[src/rtl/adder_seq_pkg.sv]
// Shared types and defaults for the sliced, multi-cycle adder sequencer.
package adder_seq_pkg;

  typedef enum logic [1:0] {
    IDLE     = 2'd0,
    ADD      = 2'd1,
    DONE     = 2'd2,
    WAIT_REL = 2'd3
  } state_t;

  localparam int DEF_WIDTH = 16;
  localparam int DEF_SLICE = 4;

  // Width of the slice index counter; never narrower than one bit.
  function automatic int idx_width(input int width, input int slice);
    int n;
    n = width / slice;
    return (n > 1) ? $clog2(n) : 1;
  endfunction

endpackage

[src/rtl/adder_slice.sv]
// Combinational SLICE-bit adder with carry-in/carry-out; one instance is time-shared across slices.
module adder_slice #(
  parameter int SLICE = 4
) (
  input  logic [SLICE-1:0] a,
  input  logic [SLICE-1:0] b,
  input  logic             cin,
  output logic [SLICE-1:0] s,
  output logic             cout
);

  always_comb begin
    {cout, s} = {1'b0, a} + {1'b0, b} + {{SLICE{1'b0}}, cin};
  end

endmodule

[src/rtl/adder_seq_ctrl.sv]
// Button-driven operand loader and WIDTH/SLICE-cycle sequenced adder.
// Build option ADDSEQ_ACCUM_EN: the finished Sum is also written into B (running accumulator).
//   state    | meaning
//   IDLE     | waiting for Run press (loads A) or LoadB press (loads B)
//   ADD      | one slice per cycle through adder_slice, carry registered between slices
//   DONE     | result committed; Done pulse is registered out of this state
//   WAIT_REL | hold here until Run is released so a held button never restarts
module adder_seq_ctrl
  import adder_seq_pkg::*;
#(
  parameter int WIDTH = DEF_WIDTH,
  parameter int SLICE = DEF_SLICE
) (
  input  logic             Clk,
  input  logic             Reset,
  input  logic             LoadB,
  input  logic             Run,
  input  logic [WIDTH-1:0] SW,
  output logic [WIDTH-1:0] A,
  output logic [WIDTH-1:0] B,
  output logic [WIDTH-1:0] Sum,
  output logic             CO,
  output logic             Busy,
  output logic             Done
);

  localparam int N  = WIDTH / SLICE;
  localparam int IW = idx_width(WIDTH, SLICE);

  state_t            state_q, state_d;
  logic [WIDTH-1:0]  a_q, a_d, b_q, b_d, sum_q, sum_d, partial_q, partial_d;
  logic              co_q, co_d, carry_q, carry_d, done_q, done_d;
  logic [IW-1:0]     idx_q, idx_d;
  logic              lb_meta_q, lb_meta_d, lb_s_q, lb_s_d, lb_dly_q, lb_dly_d;
  logic              run_meta_q, run_meta_d, run_s_q, run_s_d, run_dly_q, run_dly_d;

  logic              lb_press, run_press;
  logic [SLICE-1:0]  slice_a, slice_b, slice_s;
  logic              slice_co;

  assign lb_press  = lb_dly_q & ~lb_s_q;
  assign run_press = run_dly_q & ~run_s_q;

  assign slice_a = a_q[int'(idx_q)*SLICE +: SLICE];
  assign slice_b = b_q[int'(idx_q)*SLICE +: SLICE];

  adder_slice #(.SLICE(SLICE)) u_slice (
    .a    (slice_a),
    .b    (slice_b),
    .cin  (carry_q),
    .s    (slice_s),
    .cout (slice_co)
  );

  always_ff @(posedge Clk or posedge Reset) begin
    if (Reset) begin
      state_q    <= IDLE;
      a_q        <= '0;
      b_q        <= '0;
      sum_q      <= '0;
      partial_q  <= '0;
      co_q       <= 1'b0;
      carry_q    <= 1'b0;
      done_q     <= 1'b0;
      idx_q      <= '0;
      // Buttons are active-low, so the synchronizers start in the released state.
      lb_meta_q  <= 1'b1;
      lb_s_q     <= 1'b1;
      lb_dly_q   <= 1'b1;
      run_meta_q <= 1'b1;
      run_s_q    <= 1'b1;
      run_dly_q  <= 1'b1;
    end else begin
      state_q    <= state_d;
      a_q        <= a_d;
      b_q        <= b_d;
      sum_q      <= sum_d;
      partial_q  <= partial_d;
      co_q       <= co_d;
      carry_q    <= carry_d;
      done_q     <= done_d;
      idx_q      <= idx_d;
      lb_meta_q  <= lb_meta_d;
      lb_s_q     <= lb_s_d;
      lb_dly_q   <= lb_dly_d;
      run_meta_q <= run_meta_d;
      run_s_q    <= run_s_d;
      run_dly_q  <= run_dly_d;
    end
  end

  always_comb begin
    state_d    = state_q;
    a_d        = a_q;
    b_d        = b_q;
    sum_d      = sum_q;
    partial_d  = partial_q;
    co_d       = co_q;
    carry_d    = carry_q;
    idx_d      = idx_q;
    done_d     = 1'b0;
    lb_meta_d  = LoadB;
    lb_s_d     = lb_meta_q;
    lb_dly_d   = lb_s_q;
    run_meta_d = Run;
    run_s_d    = run_meta_q;
    run_dly_d  = run_s_q;

    unique case (state_q)
      IDLE: begin
        if (run_press) begin
          a_d       = SW;
          partial_d = '0;
          carry_d   = 1'b0;
          idx_d     = '0;
          state_d   = ADD;
        end else if (lb_press) begin
          b_d = SW;
        end
      end
      ADD: begin
        partial_d[int'(idx_q)*SLICE +: SLICE] = slice_s;
        carry_d = slice_co;
        idx_d   = idx_q + IW'(1);
        if (idx_q == IW'(N-1)) begin
          // partial_d already holds the top slice, so it is the complete sum.
          sum_d   = partial_d;
          co_d    = slice_co;
`ifdef ADDSEQ_ACCUM_EN
          b_d     = partial_d;
`endif
          state_d = DONE;
        end
      end
      DONE: begin
        done_d  = 1'b1;
        state_d = WAIT_REL;
      end
      WAIT_REL: begin
        if (run_s_q) state_d = IDLE;
      end
      default: state_d = IDLE;
    endcase
  end

  assign A    = a_q;
  assign B    = b_q;
  assign Sum  = sum_q;
  assign CO   = co_q;
  assign Busy = (state_q == ADD);
  assign Done = done_q;

endmodule

[config.mk]
export PLATFORM = sky130hd
export DESIGN_NAME = adder_seq_ctrl
export DESIGN_NICKNAME = d
export VERILOG_FILES = /design/src/rtl/adder_seq_pkg.sv /design/src/rtl/adder_slice.sv /design/src/rtl/adder_seq_ctrl.sv
export SDC_FILE = /design/constraint.sdc
export NUM_CORES = 1
export LEC_CHECK = 0
export BUFFER_PORTS_ARGS = -buffer_cell sky130_fd_sc_hd__clkbuf_2
export CAP_MARGIN = 20
export CORE_ASPECT_RATIO = 0.75
export CORE_MARGIN = 3
export CORE_UTILIZATION = 45
export CTS_BUF_LIST = sky130_fd_sc_hd__clkbuf_8
export DETAILED_ROUTE_END_ITERATION = 7
export GPL_TIMING_DRIVEN = 0
export PLACE_DENSITY = 0.79
export SLEW_MARGIN = 20
export SYNTH_ARGS = -nofsm -noshare
export SYNTH_HDL_FRONTEND = slang
export SYNTH_SLANG_ARGS = --single-unit
[constraint.sdc]
create_clock -name Clk -period 2.85 [get_ports Clk]
set_input_delay 0.285 -clock Clk [delete_from_list [all_inputs] [get_ports Clk]]
set_output_delay 0.285 -clock Clk [all_outputs]
set_load 0.01 [all_outputs]
==> results of run 1 <==
==> cells in the final DEF (no fill, tap or decap), drive strengths merged, types with 6 or more instances in the layout <==
cell / Yosys / final
a32o: 12 / 12
buf: 10 / 11
dfrtp: 71 / 71
dfstp: 6 / 6
o21ai: 23 / 23
clkbuf: 4 / 83
nor2b: 13 / 13
a21oi: 19 / 19
nand2: 16 / 16
ha: 14 / 14
mux2: 33 / 33
inv: 7 / 9
mux4: 8 / 8
==> flip-flops by register name, summed over array words and instances, names as in the netlist, 2 cells and up <==
signal / cells
A: 16
B: 16
Sum: 16
idx_q: 2
partial_q: 16
state_q: 2
==> area by class of cell <==
type,count,area share
plain buffers,14,0.0188
clock buffers,9,0.0286
clock inverters,7,0.0197
inverters,7,0.00665
multi-input cells,175,0.358
flip-flops and latches,77,0.447
well taps,101,0.0292
repair buffers,74,0.0925
==> power by group <==
group	internal [mW]	switching, mW
clock network	0.484	0.382
logic	1.26	1.72
registers	1.49	0.297
==> final timing paths <==
kind / from / endpoint / slack [ns]
min in group asynchronous: Reset / Sum[6] / 0.50
max: idx_q[0] / carry_q / 0.10
min reg2reg: run_meta_q / run_dly_d / 0.36
min: SW[10] / B[10] / 0.15
max reg2reg: idx_q[0] / carry_q / 0.10
max in group asynchronous: Reset / lb_dly_q / 1.72
==> per-layer routing <==
metal | track usage | up-vias
met5 | 0 | -
met4 | 0.0734 | 0
met3 | 0.0559 | 16
met2 | 0.289 | 69
met1 | 0.248 | 1230
li1 | - | 1154
==> what timing repair did <==
item                                   in CTS  in global routing
setup endpoints to repair                  10                  9
endpoints found under the hold margin      40                  0
hold buffers                                3                  0
pin swaps                                   0                  2
resized for setup                           5                  4
==> logic make-up (layout without fill, tap and decap cells) <==
logic type,after synthesis,after routing
flip-flops,77,77
AO/OA/AOI/OAI,64,64
AND/OR/NAND/NOR,50,50
multiplexers,42,42
buffers and inverters,21,111
adder cells (fa/ha/maj),16,16
XOR/XNOR,3,3
==> through the flow <==
stage	setup slack, ns	instances
after floorplan	0.125	273
after global placement	-0.264	444
after detailed placement	-0.271	445
after CTS	0.00221	464
after global routing	-0.0144	464
final	0.104	464
==> cell usage after synthesis <==
cell type  count
a21o_1         3
and3_1         2
o21ai_1        1
ha_1          14
a21oi_2        1
nor4bb_1       1
nor4b_2        1
fa_1           2
clkbuf_1       4
nand2_1       16
mux2_2        23
nand3b_2       1
xnor2_1        1
mux2i_1        1
mux2_1        10
xor2_1         2
o21ai_2        1
and2_1         1
nand2b_1       1
o22ai_1        2
mux4_2         8
buf_2          9
nand3b_4       1
a22o_1         5
nor2b_1       13
dfrtp_1       71
a21oi_1       18
o21ai_0       21
nor3b_1        4
nand3_1        4
and2_2         1
dfstp_2        6
inv_1          7
a32o_1        12
nor2_1         4
buf_6          1
==> out/metrics.cfg, run 1 <==
[outcome]
status=complete, no violations

[sta]
holdWs_ns=0.152
setup-tns-final_ns=0
fin_crit_sh=0.963
fin_crit_ns=2.75
max_freq_mhz=364
hold_viol=0
tightest_slew_ns=0.843
skew_ns=0.0128
finalSetupViolCount=0
drv_slew=0
max_slew_margin=0.436

[setup_path]
slowest_stage=mux4_2
worst_path_largest_cell_delay_ns=0.52
crit_required_ns=3.08
cp_num_buf_inv=1
cp.depth=8
cp_max_fo=10
start_kind=register
crit_family=adder cells
endpoint_kind=register
cp_cell_sequence=buf_8 -> mux4_2 -> fa_1 -> fa_2 -> a21o_1 -> a21oi_4 -> nand2_1 -> a22o_1
critPathKind=reg -> reg
reg2regPathDepth=8
critPathArrivalTime_ns=2.98

[global_route]
grt_max_degree=40
grtUsageTotal=0.187
antenna_found_initial=0
grt.overflow.total=0
grt_pass1_wl_um=13100
grt_pass1_vias=2682

[route]
dr_wl_met3_um=470
wl_met2_um=3580
dr.pass1.iters=4
wl_met1_um=3400
drt_iter0_markers=149
drcViolationCount=0
post_drt_via_cell_ratio=5.32
postRouteAntennaNets=0
wl_per_cell_um=16.3
routed_wl_um=7580
vias=2469
top_layer=met4

[logic_synthesis]
syn_inst=273
synthMuxAreaShare=0.158
ys_types=36
ys_seq_area_frac=0.545
synth_fa_ha_area_frac=0.0607
synth_xor_xnor_area_share=0.00741
synth_nets=309
ys_top_cells_by_area=dfrtp_1 (50%), mux2_2 (7.3%), mux4_2 (5.1%)
syn-cell-area_mm2=0.00355
ys_seq_elements=77
syn_avg_cell_area_um2=13.0
synth_area_leader_cell=dfrtp_1
synth_compound_area_frac=0.117
synthSimpleGateAreaFrac=0.0832
synth_top_area_share=0.501
synth_top_family_by_area=multiplexers
synth_warnings=0

[floorplan]
io_pins=71
coreArea_mm2=0.00750
dieArea_mm2=0.00900
chipHeight_um=82.9
dieWidth_um=109
start_util=0.473
num_rows=27

[final_layout]
multi_input_area_mm2=0.00155
postLayoutCellArea_mm2=0.00433
fillers=641
final_util=0.577
drive_gt1_frac=0.394
area_growth_syn_to_layout_pct=22.0
ff_latch_area_mm2=0.00194
fin_nets=394
antenna_cells=0

[power_and_ir_drop]
p_leak_nw=2.04
p_total_mw=5.64
peakVddDrop_v=0.000636
power_density_mw_per_mm2=1300

[placement]
hpwlAfterDp_um=5660
gp_congestion=0.868
placed_area_mm2=0.00405
port_buffers=70

[clocking]
h-tree-depth=3
cts_sinks=77
clockBufferDepth=2
tritoncts=done
clk_pin_slew_ns=0.08
clk_latency_ns=0.35
cts_buffers=9
post_cts_buffers=0
cts_root_buf=clkbuf_8

[flow_run]
maxCapViolCount=0

[worst_hold_path]
whs_path_depth=2
min_path_type=in -> reg

(Power assumes the default switching activity.)
==> inputs of run 2 (changes only) <==
- MAX_ROUTING_LAYER: not set -> met4
==> run 2 against run 1 <==
Wire length increased by 0.30%. Cell count unchanged. Worst hold slack got worse by 0.00090 ns. Setup slack got worse by 0.018 ns. Critical path depth unchanged. Critical endpoint unchanged. Largest cell class unchanged. Largest power group unchanged. Highest routed layer unchanged.
==> out/metrics.cfg, run 2 (synthesis gave the netlist of run 1 again) <==
[outcome]
status=complete, no violations  ; unchanged

[clocking]
cts_sinks=77  ; unchanged
clockBufferDepth=2  ; unchanged
clk_pin_slew_ns=0.08  ; about the same
tritoncts=done  ; unchanged
cts_buffers=9  ; unchanged
h-tree-depth=3  ; unchanged
cts_root_buf=clkbuf_8  ; unchanged
clk_latency_ns=0.36  ; was 0.35 ns

[global_route]
antenna_found_initial=0  ; unchanged
grt_pass1_vias=2694  ; was 2682
grtUsageTotal=0.192  ; was 0.187
grt.overflow.total=0  ; unchanged
grt_pass1_wl_um=13100  ; unchanged
grt_max_degree=40  ; unchanged

[final_layout]
ff_latch_area_mm2=0.00194  ; unchanged
drive_gt1_frac=0.394  ; unchanged
antenna_cells=0  ; unchanged
fin_nets=394  ; unchanged
multi_input_area_mm2=0.00153  ; was 0.00155 mm2
fillers=648  ; was 641
postLayoutCellArea_mm2=0.00431  ; was 0.00433 mm2
area_growth_syn_to_layout_pct=21.5  ; was 22.0%
instances_no_fill=464  ; unchanged
final_cell_mix=dfrtp_1 (70), clkbuf_2 (70), mux2_2 (23)  ; unchanged

[sta]
max_freq_mhz=362  ; was 364 MHz
max_slew_margin=0.429  ; was 0.436
skew_ns=0.0133  ; was 0.0128 ns
rsz0062_at_grt=true
hold_viol=0  ; unchanged
tightest_slew_ns=0.855  ; was 0.843 ns
finalSetupViolCount=0  ; unchanged
fin_crit_sh=0.970  ; was 0.963
fin_crit_ns=2.76  ; was 2.75 ns
drv_slew=0  ; unchanged

[placement]
gp_congestion=0.882  ; was 0.868
placed_area_mm2=0.00405  ; unchanged
placedCellCount=445  ; unchanged
hpwlAfterDp_um=5660  ; unchanged
port_buffers=70  ; unchanged

[route]
vias=2487  ; was 2469
dr_wl_met3_um=421  ; was 470 um
wl_met2_um=3610  ; was 3580 um
routed_wl_um=7600  ; was 7580 um
dr.pass1.iters=4  ; unchanged
wl_met1_um=3470  ; was 3400 um
drt_iter0_markers=165  ; was 149
top_layer=met4  ; unchanged
wl_per_cell_um=16.4  ; was 16.3 um
drcViolationCount=0  ; unchanged
post_drt_via_cell_ratio=5.36  ; was 5.32
postRouteAntennaNets=0  ; unchanged

[power_and_ir_drop]
p_int_mw=3.18  ; was 3.24 mW
peakVddDrop_v=0.000669  ; was 0.000636 V
p_seq_frac=0.325  ; was 0.318
pwr-share-comb=0.518  ; was 0.529
p_sw_frac=0.425  ; was 0.426
p_total_mw=5.53  ; was 5.64 mW
p_leak_nw=2.03  ; was 2.04 nW
p_switching_mw=2.35  ; was 2.40 mW
clock_power_share=0.157  ; was 0.154
power_density_mw_per_mm2=1280  ; was 1300 mW/mm2

[floorplan]
dieArea_mm2=0.00900  ; unchanged
dieWidth_um=109  ; unchanged
num_rows=27  ; unchanged
start_util=0.473  ; unchanged
io_pins=71  ; unchanged
coreArea_mm2=0.00750  ; unchanged
chipHeight_um=82.9  ; unchanged

[flow_run]
maxCapViolCount=0  ; unchanged

[worst_hold_path]
hp-start=SW[10]  ; unchanged
min_to=B[10]  ; unchanged
min_path_type=in -> reg  ; unchanged
whs_path_depth=2  ; unchanged

[setup_path]
worstReg2RegEnd=carry_q  ; unchanged
r2r_start=idx_q[0]  ; unchanged
reg2regPathDepth=8  ; unchanged
critPathKind=reg -> reg  ; unchanged
start_kind=register  ; unchanged
endpoint_kind=register  ; unchanged
cp_max_fo=10  ; unchanged
critPathArrivalTime_ns=3.00  ; was 2.98 ns
r2r_slack_ns=0.09  ; was 0.10 ns
crit_required_ns=3.08  ; about the same

[run 2: final cells by class]
class,instances,area share
well taps,101,0.0293
clock buffers,9,0.0287
plain buffers,14,0.0189
inverters,7,0.00668
repair buffers,74,0.0929
multi-input cells,175,0.355
clock inverters,7,0.0197
flip-flops and latches,77,0.449
[run 2: worst max path at each step]
stage / slack [ns] / start / endpoint / cells past startpoint
floorplan: 0.13 / idx_q[0] / partial_q[10] / 7
global placement: -0.26 / Reset / A[15] / 2
detailed placement: -0.27 / idx_q[0] / partial_q[14] / 7
CTS: 0.002 / idx_q[0] / carry_q / 8
global route: -0.0002 / idx_q[0] / partial_q[14] / 7
finish: 0.09 / idx_q[0] / carry_q / 8
[run 2: repair_timing]
| item | CTS | global route |
|---|---|---|
| hold buffers | 3 | 0 |
| endpoints found under the hold margin | 40 | 0 |
| pin swaps | 0 | 2 |
| gates cloned | 0 | 0 |
| buffers inserted | 0 | 0 |
| resized for setup | 5 | 2 |
| endpoints found under the setup margin | 10 | 9 |
[run 2: power by group through the flow]
stage | Clock (mW) | Sequential [mW] | Combinational, mW
after floorplan | 0 | 1.87 | 1.73
after global placement | 0 | 1.78 | 2.67
after detailed placement | 0 | 1.81 | 2.76
after CTS | 0.892 | 1.79 | 2.84
after global routing | 0.937 | 1.84 | 3.14
final | 0.869 | 1.80 | 2.86
[run 2: stage by stage]
stage | setup slack, ns | hold WS, ns | setup TNS (ns) | util
final | 0.0858 | 0.151 | 0 | 0.575
after floorplan | 0.125 | 0.289 | 0 | -
after detailed placement | -0.271 | 0.347 | -2.08 | 0.540
after CTS | 0.00221 | 0.133 | 0 | 0.574
after global placement | -0.264 | 0.346 | -19.85 | 0.537
after global routing | -0.000213 | 0.151 | -0.000213 | 0.575
[run 2: metal layers]
layer,up-vias,track usage
met5,-,-
met4,0,0.0803
met3,12,0.0451
met2,78,0.291
met1,1240,0.250
li1,1157,-
[run 2: critical path, cell delays in order, from the launching register on]
cell and delay [ns]:
dfrtp_2 0.43, buf_8 0.17, mux4_2 0.52, fa_1 0.46, fa_2 0.39, a21o_1 0.18, a21oi_2 0.22, nand2_1 0.09
a22o_1 0.18
